$ cat config.mk
export PLATFORM = sky130hd
export DESIGN_NAME = io_mmio_ctrl_flat
export DESIGN_NICKNAME = d
export VERILOG_FILES = /design/src/rtl/io_mmio_ctrl_if.sv /design/src/rtl/io_mmio_ctrl.sv /design/src/flat_wrapper.sv
export SDC_FILE = /design/constraint.sdc
export NUM_CORES = 1
export LEC_CHECK = 0
export ABC_AREA = 1
export CAP_MARGIN = 0
export CORE_MARGIN = 10
export CORE_UTILIZATION = 50
export DETAILED_ROUTE_END_ITERATION = 8
export PLACE_DENSITY = 0.81
export SLEW_MARGIN = 20
export SYNTH_ARGS = -nofsm -noshare
export SYNTH_HDL_FRONTEND = slang
export SYNTH_SLANG_ARGS = --single-unit
$ cat constraint.sdc
create_clock -name clk_i -period 4.9 [get_ports clk_i]
set_clock_uncertainty 0.15 [all_clocks]
set_input_delay 0.49 -clock clk_i [delete_from_list [all_inputs] [get_ports clk_i]]
set_output_delay 0.49 -clock clk_i [all_outputs]
set_load 0.01 [all_outputs]
$ cat src/rtl/io_mmio_ctrl_if.sv
// io_mmio_ctrl_if: CPU data-port bus between the core and the MMIO controller
interface io_mmio_ctrl_if;
    logic [31:0] addr;
    logic        mem_read;
    logic        mem_write;
    logic [31:0] wdata;
    logic        io_sel;
    logic [31:0] io_rdata;
    modport master (output addr, mem_read, mem_write, wdata, input io_sel, io_rdata);
    modport slave (input addr, mem_read, mem_write, wdata, output io_sel, io_rdata);
endinterface

$ cat src/rtl/io_mmio_ctrl.sv
// io_mmio_ctrl: IO address decode, LED/switch/keypad registers and debounced hex keypad entry
module io_mmio_ctrl #(
    parameter logic [31:0] IO_BASE    = 32'hFFFF_FC00,
    parameter logic [19:0] DEB_CYCLES = 20'd100_000,
    parameter int          MAX_DIGITS = 8
) (
    input  logic                 clk_i,
    input  logic                 reset_i,
    io_mmio_ctrl_if.slave        bus,
    input  logic [23:0]          switch_i,
    input  logic [3:0]           key_val_i,
    input  logic                 key_pressed_i,
    output logic                 led_we_o,
    output logic [31:0]          led_data_o,
    output logic                 key_ready_o
);
    typedef enum logic [1:0] {IDLE, PRESS_DB, HOLD, RELEASE_DB} state_t;
    localparam logic [3:0]  MAXD     = 4'(MAX_DIGITS);
    localparam logic [19:0] DEB_LAST = DEB_CYCLES - 20'd1;

    state_t      state, state_n;
    logic [19:0] deb_cnt, deb_cnt_n;
    logic [3:0]  cap, cap_n;
    logic        accept;
    logic [31:0] ent_buf, key_data;
    logic [3:0]  dcount;

    assign bus.io_sel = bus.addr[31:8] == IO_BASE[31:8];
    wire is_led  = bus.io_sel && bus.addr[7:0] == 8'h60;
    wire is_sw   = bus.io_sel && bus.addr[7:0] == 8'h70;
    wire is_kd   = bus.io_sel && bus.addr[7:0] == 8'h74;
    wire is_ks   = bus.io_sel && bus.addr[7:0] == 8'h78;
    wire stat_wr = bus.mem_write && is_ks;
    wire data_rd = bus.mem_read && is_kd;
    wire acc_f   = accept && cap == 4'hF;
    wire acc_e   = accept && cap == 4'hE;
    wire acc_d   = accept && cap < 4'hE;

    always_comb begin
        bus.io_rdata = is_sw ? {8'd0, switch_i} :
                       is_kd ? key_data :
                       is_ks ? {27'd0, dcount, key_ready_o} : 32'd0;
    end

    always_ff @(posedge clk_i or posedge reset_i) begin
        if (reset_i) begin
            state   <= IDLE;
            deb_cnt <= '0;
            cap     <= '0;
        end else begin
            state   <= state_n;
            deb_cnt <= deb_cnt_n;
            cap     <= cap_n;
        end
    end

    // accept fires once, on the last stable cycle of the press debounce
    always_comb begin
        state_n   = state;
        deb_cnt_n = deb_cnt;
        cap_n     = cap;
        accept    = 1'b0;
        case (state)
            IDLE: if (key_pressed_i) begin
                state_n   = PRESS_DB;
                cap_n     = key_val_i;
                deb_cnt_n = '0;
            end
            PRESS_DB: if (!key_pressed_i) state_n = IDLE;
                else if (key_val_i != cap) begin
                    cap_n     = key_val_i;
                    deb_cnt_n = '0;
                end else if (deb_cnt == DEB_LAST) begin
                    accept  = 1'b1;
                    state_n = HOLD;
                end else deb_cnt_n = deb_cnt + 20'd1;
            HOLD: if (!key_pressed_i) begin
                state_n   = RELEASE_DB;
                deb_cnt_n = '0;
            end
            RELEASE_DB: if (key_pressed_i) state_n = HOLD;
                else if (deb_cnt == DEB_LAST) state_n = IDLE;
                else deb_cnt_n = deb_cnt + 20'd1;
            default: state_n = IDLE;
        endcase
    end

    always_ff @(posedge clk_i or posedge reset_i) begin
        if (reset_i) begin
            led_we_o    <= 1'b0;
            led_data_o  <= '0;
            key_ready_o <= 1'b0;
            key_data    <= '0;
            ent_buf     <= '0;
            dcount      <= '0;
        end else begin
            led_we_o <= bus.mem_write && is_led;
            if (bus.mem_write && is_led) led_data_o <= bus.wdata;
            if (acc_f) begin
                key_data    <= ent_buf;
                key_ready_o <= 1'b1;
                ent_buf     <= '0;
                dcount      <= '0;
            end else if (stat_wr) begin
                key_ready_o <= 1'b0;
                ent_buf     <= '0;
                dcount      <= '0;
            end else begin
                if (data_rd) key_ready_o <= 1'b0;
                if (acc_d && dcount < MAXD) begin
                    ent_buf <= {ent_buf[27:0], cap};
                    dcount  <= dcount + 4'd1;
                end
                if (acc_e && dcount != 4'd0) begin
                    ent_buf <= ent_buf >> 4;
                    dcount  <= dcount - 4'd1;
                end
            end
        end
    end
endmodule

$ cat src/flat_wrapper.sv
// flat-port wrapper written by rule: the top's interface ports become plain ports
module io_mmio_ctrl_flat 
#(
    parameter logic [31:0] IO_BASE    = 32'hFFFF_FC00,
    parameter logic [19:0] DEB_CYCLES = 20'd100_000,
    parameter int          MAX_DIGITS = 8
)
  (clk_i, reset_i, switch_i, key_val_i, key_pressed_i, led_we_o, led_data_o, key_ready_o, bus_addr, bus_mem_read, bus_mem_write, bus_wdata, bus_io_sel, bus_io_rdata);
  io_mmio_ctrl_if bus_i ();
  input  logic clk_i;
  input  logic reset_i;
  input  logic [23:0] switch_i;
  input  logic [3:0] key_val_i;
  input  logic key_pressed_i;
  output logic led_we_o;
  output logic [31:0] led_data_o;
  output logic key_ready_o;
  input wire logic [$bits(bus_i.addr)-1:0] bus_addr;
  input wire logic [$bits(bus_i.mem_read)-1:0] bus_mem_read;
  input wire logic [$bits(bus_i.mem_write)-1:0] bus_mem_write;
  input wire logic [$bits(bus_i.wdata)-1:0] bus_wdata;
  output wire logic [$bits(bus_i.io_sel)-1:0] bus_io_sel;
  output wire logic [$bits(bus_i.io_rdata)-1:0] bus_io_rdata;
  assign bus_i.addr = bus_addr;
  assign bus_i.mem_read = bus_mem_read;
  assign bus_i.mem_write = bus_mem_write;
  assign bus_i.wdata = bus_wdata;
  assign bus_io_sel = bus_i.io_sel;
  assign bus_io_rdata = bus_i.io_rdata;
  io_mmio_ctrl #(.IO_BASE(IO_BASE), .DEB_CYCLES(DEB_CYCLES), .MAX_DIGITS(MAX_DIGITS)) u_core (.clk_i(clk_i), .reset_i(reset_i), .bus(bus_i), .switch_i(switch_i), .key_val_i(key_val_i), .key_pressed_i(key_pressed_i), .led_we_o(led_we_o), .led_data_o(led_data_o), .key_ready_o(key_ready_o));
endmodule
==> flow_summary.yaml <==
global_routing:
  grt_overflow: 0
  antenna_found_initial: 0
  grt_first_pass_wirelength_mm: 30.5
  track_usage_pct: 20.8
  grt_pass1_vias: 5929
  grt_max_degree: 70
floorplanning:
  die_w_um: 135
  io_pins: 164
  rows: 41
  initial_core_util_pct: 51.6
  core_region_area_um2: 12800
  die_y_um: 135
  die_area_um2: 18200
setup_path:
  critPathMaxFanout: 23
  slowest_stage: "clkdlybuf4s50_1"
  critPathCaptureType: "primary output"
  r2r_cells: 12
  critPathArrivalTime_ns: 3.20
  r2r-start: "u_core.deb_cnt[0]"
  cpPeakStageDelay_ns: 0.61
  crit_end: "bus_io_rdata[16]"
  r2r_setup_slack_ns: 2.08
  worst-path-buf-inv: 4
  cp_top_family: "buffers and inverters"
  critPathKind: "primary input to primary output"
  cp_num_cells: 11
  startpoint_type: "primary input"
  cp.required_ns: 4.26
  worstSetupStartpoint: "bus_addr[29]"
  r2r_end: "u_core.dcount[1]"
  path_cells: "clkdlybuf4s50_1 -> nand2_1 -> nor2_1 -> nand4_1 -> nor2_1 -> nand2_1 -> inv_2 -> nand3_1 -> buf_4 -> o21ai_0 -> clkdlybuf4s50_1"
detailed_routing:
  dr.pass1.iters: 5
  vias: 6126
  routed_wl_mm: 19.0
  ant_nets: 0
  drc_errors: 0
  wl_per_cell_um: 15.9
  via_per_inst: 5.11
  dr.first_iter.drc_count: 496
placed_design:
  dpl-instance-area_um2: 8280
  gp_congestion: 0.890
  dpl.hpwl_mm: 14.0
  dp_cells: 1166
  port_buffers: 163
cts:
  cts.sinks: 128
  cts_made_buffers: 17
  root_buffer: "clkbuf_16"
  clk_latency_ns: 0.42
  cts_tree: "done"
  clock_path_buffers: 2
  cts_hold_buffers: 0
  cts_resized: 0
  clk_pin_slew_ns: 0.05
  htree_levels: 4
  post-cts-setup-buffer-count: 0
sta:
  fin_tns_setup_ns: 0
  post-route-period-util_pct: 78.4
  maxSlewViolCount: 0
  fmax_ghz: 0.260
  fin_crit_ns: 3.84
  rsz0062_at_grt: "no"
  holdWs_ns: 0.327
  setup_viol: 0
  slew_headroom_pct: 50.2
  tightest_slew_ns: 0.746
  timing_hold_violations_final: 0
hold_path:
  hold_path.class: "flip-flop to flip-flop"
  hp-start: "u_core.led_data_o[26]"
yosys:
  synth-warning-count: 0
  yosysTopAreaCellShare_pct: 48.6
  synthTopCellsByCount: "nand2_1 (278), dfrtp_1 (128), inv_1 (110), o21ai_0 (68)"
  synth_edf_count: 0
  synth_compound_area_share_pct: 11.8
  yosysMostFrequentCell: "nand2_1"
  synth_flop_cell: "dfrtp_1"
  synthTopCellsByArea: "dfrtp_1 (49%), nand2_1 (16%), inv_1 (6.3%), o21ai_0 (5.2%), nand3_1 (3.6%)"
  synthesis.instances: 857
  synth_area_um2: 6590
  synth_nets: 957
  synth_top_family_by_area: "simple AND/OR/NAND/NOR gates"
  ys_seq_area_share_pct: 48.6
  synthAdderAreaFrac_pct: 0.570
  synthMuxAreaShare_pct: 0.304
  synth_seq_cells: 128
  async_flop_share_pct: 100
  syn_avg_cell_area_um2: 7.69
  post_synth_num_cell_types: 35
  yosys.area.top_type: "dfrtp_1"
  synthSimpleGateAreaFrac_pct: 27.7
  synthXorXnorAreaFrac_pct: 0.798
layout:
  fin_cells: 1198
  design_area_um2: 8980
  syn2layout_area_growth_pct: 36.3
  fin_nets: 1113
  diodes: 0
  drive_above_1_share_pct: 7.41
power_and_ir_drop:
  vdd_drop_max_uv: 226
  power_density_nw_per_um2: 328
  power.leakage_nw: 4.28
  finalPower_mw: 2.95
run:
  maxCapViolCount: 0
outcome:
  status: "finished clean"
[cell type report]
class	count	area, um^2
fill	1000	3790
sequential	128	3200
multi-input combinational	576	2720
timing repair buffer	168	1680
inverter	122	463
clock buffer	19	443
clock inverter	13	256
tap	172	215
[cells by family after synthesis]
| kind of cell | after synthesis |
|---|---|
| fa+ha+maj | 3 |
| buf+inv | 153 |
| compound gates | 143 |
| simple gates | 422 |
| xor+xnor | 6 |
| mux | 2 |
| flops | 128 |
[worst min-delay path, delay by kind of cell, from the launching register on]
kind / cells / cell delay, ns
flops: 1 / 0.34
simple gates: 2 / 0.10
[how the worst min path moves through the flow]
| stage | to | slack [ns] | cells past startpoint |
|---|---|---|---|
| global route | u_core.led_data_o[31] | 0.35 | 2 |
| CTS | u_core.led_data_o[19] | 0.33 | 2 |
| global placement | u_core.led_data_o[20] | 0.31 | 2 |
| floorplan | u_core.key_data[16] | 0.30 | 2 |
| detailed placement | u_core.led_data_o[19] | 0.31 | 2 |
| finish | u_core.led_data_o[26] | 0.33 | 2 |
[power by group]
part | switching, mW | leakage, nW | internal (mW)
combinational | 0.188 | 2.23 | 0.138
clock | 0.461 | 0.334 | 1.02
sequential | 0.0453 | 1.71 | 1.09
[flip-flops by register name, summed over array words and instances (netlist names), 4 cells and up, named ones only]
name	count
u_core.cap	4
u_core.key_data	32
u_core.dcount	4
u_core.led_data_o	32
u_core.ent_buf	32
u_core.deb_cnt	20
[placed cells by master, fill, tap and decap left out, types with 4 or more instances in the layout]
cell,count
nor2_1,48
a21oi_1,8
nor3_1,16
o22ai_1,9
o21ai_1,40
o21ai_0,68
nor2_4,5
bufinv_16,7
inv_2,9
o21ai_2,9
dfrtp_1,128
nand4_1,10
clkbuf_16,17
xor2_1,6
buf_4,4
inv_1,109
nand3_1,48
clkdlybuf4s50_1,163
nand2_2,4
a31oi_1,6
nand2_1,278
[per-layer routing]
layer  GRT usage [%]  vias to the layer above  share of wire [%]
met4            6.71                        0                1.5
met3            5.19                       24                8.5
met1            26.3                     2842                 43
li1                -                     3032                  -
met5               0                        -                  0
met2            33.9                      228                 47
[through the flow]
step / setup WS [ns] / util, %
2_1_floorplan: 0.847 / -
3_3_place_gp: 1.22 / 64.8
3_5_place_dp: 1.08 / 64.8
4_1_cts: 1.09 / 70.3
5_1_grt: 0.831 / 70.3
6_report: 1.06 / 70.3
Power figures use the tool's default switching activity.
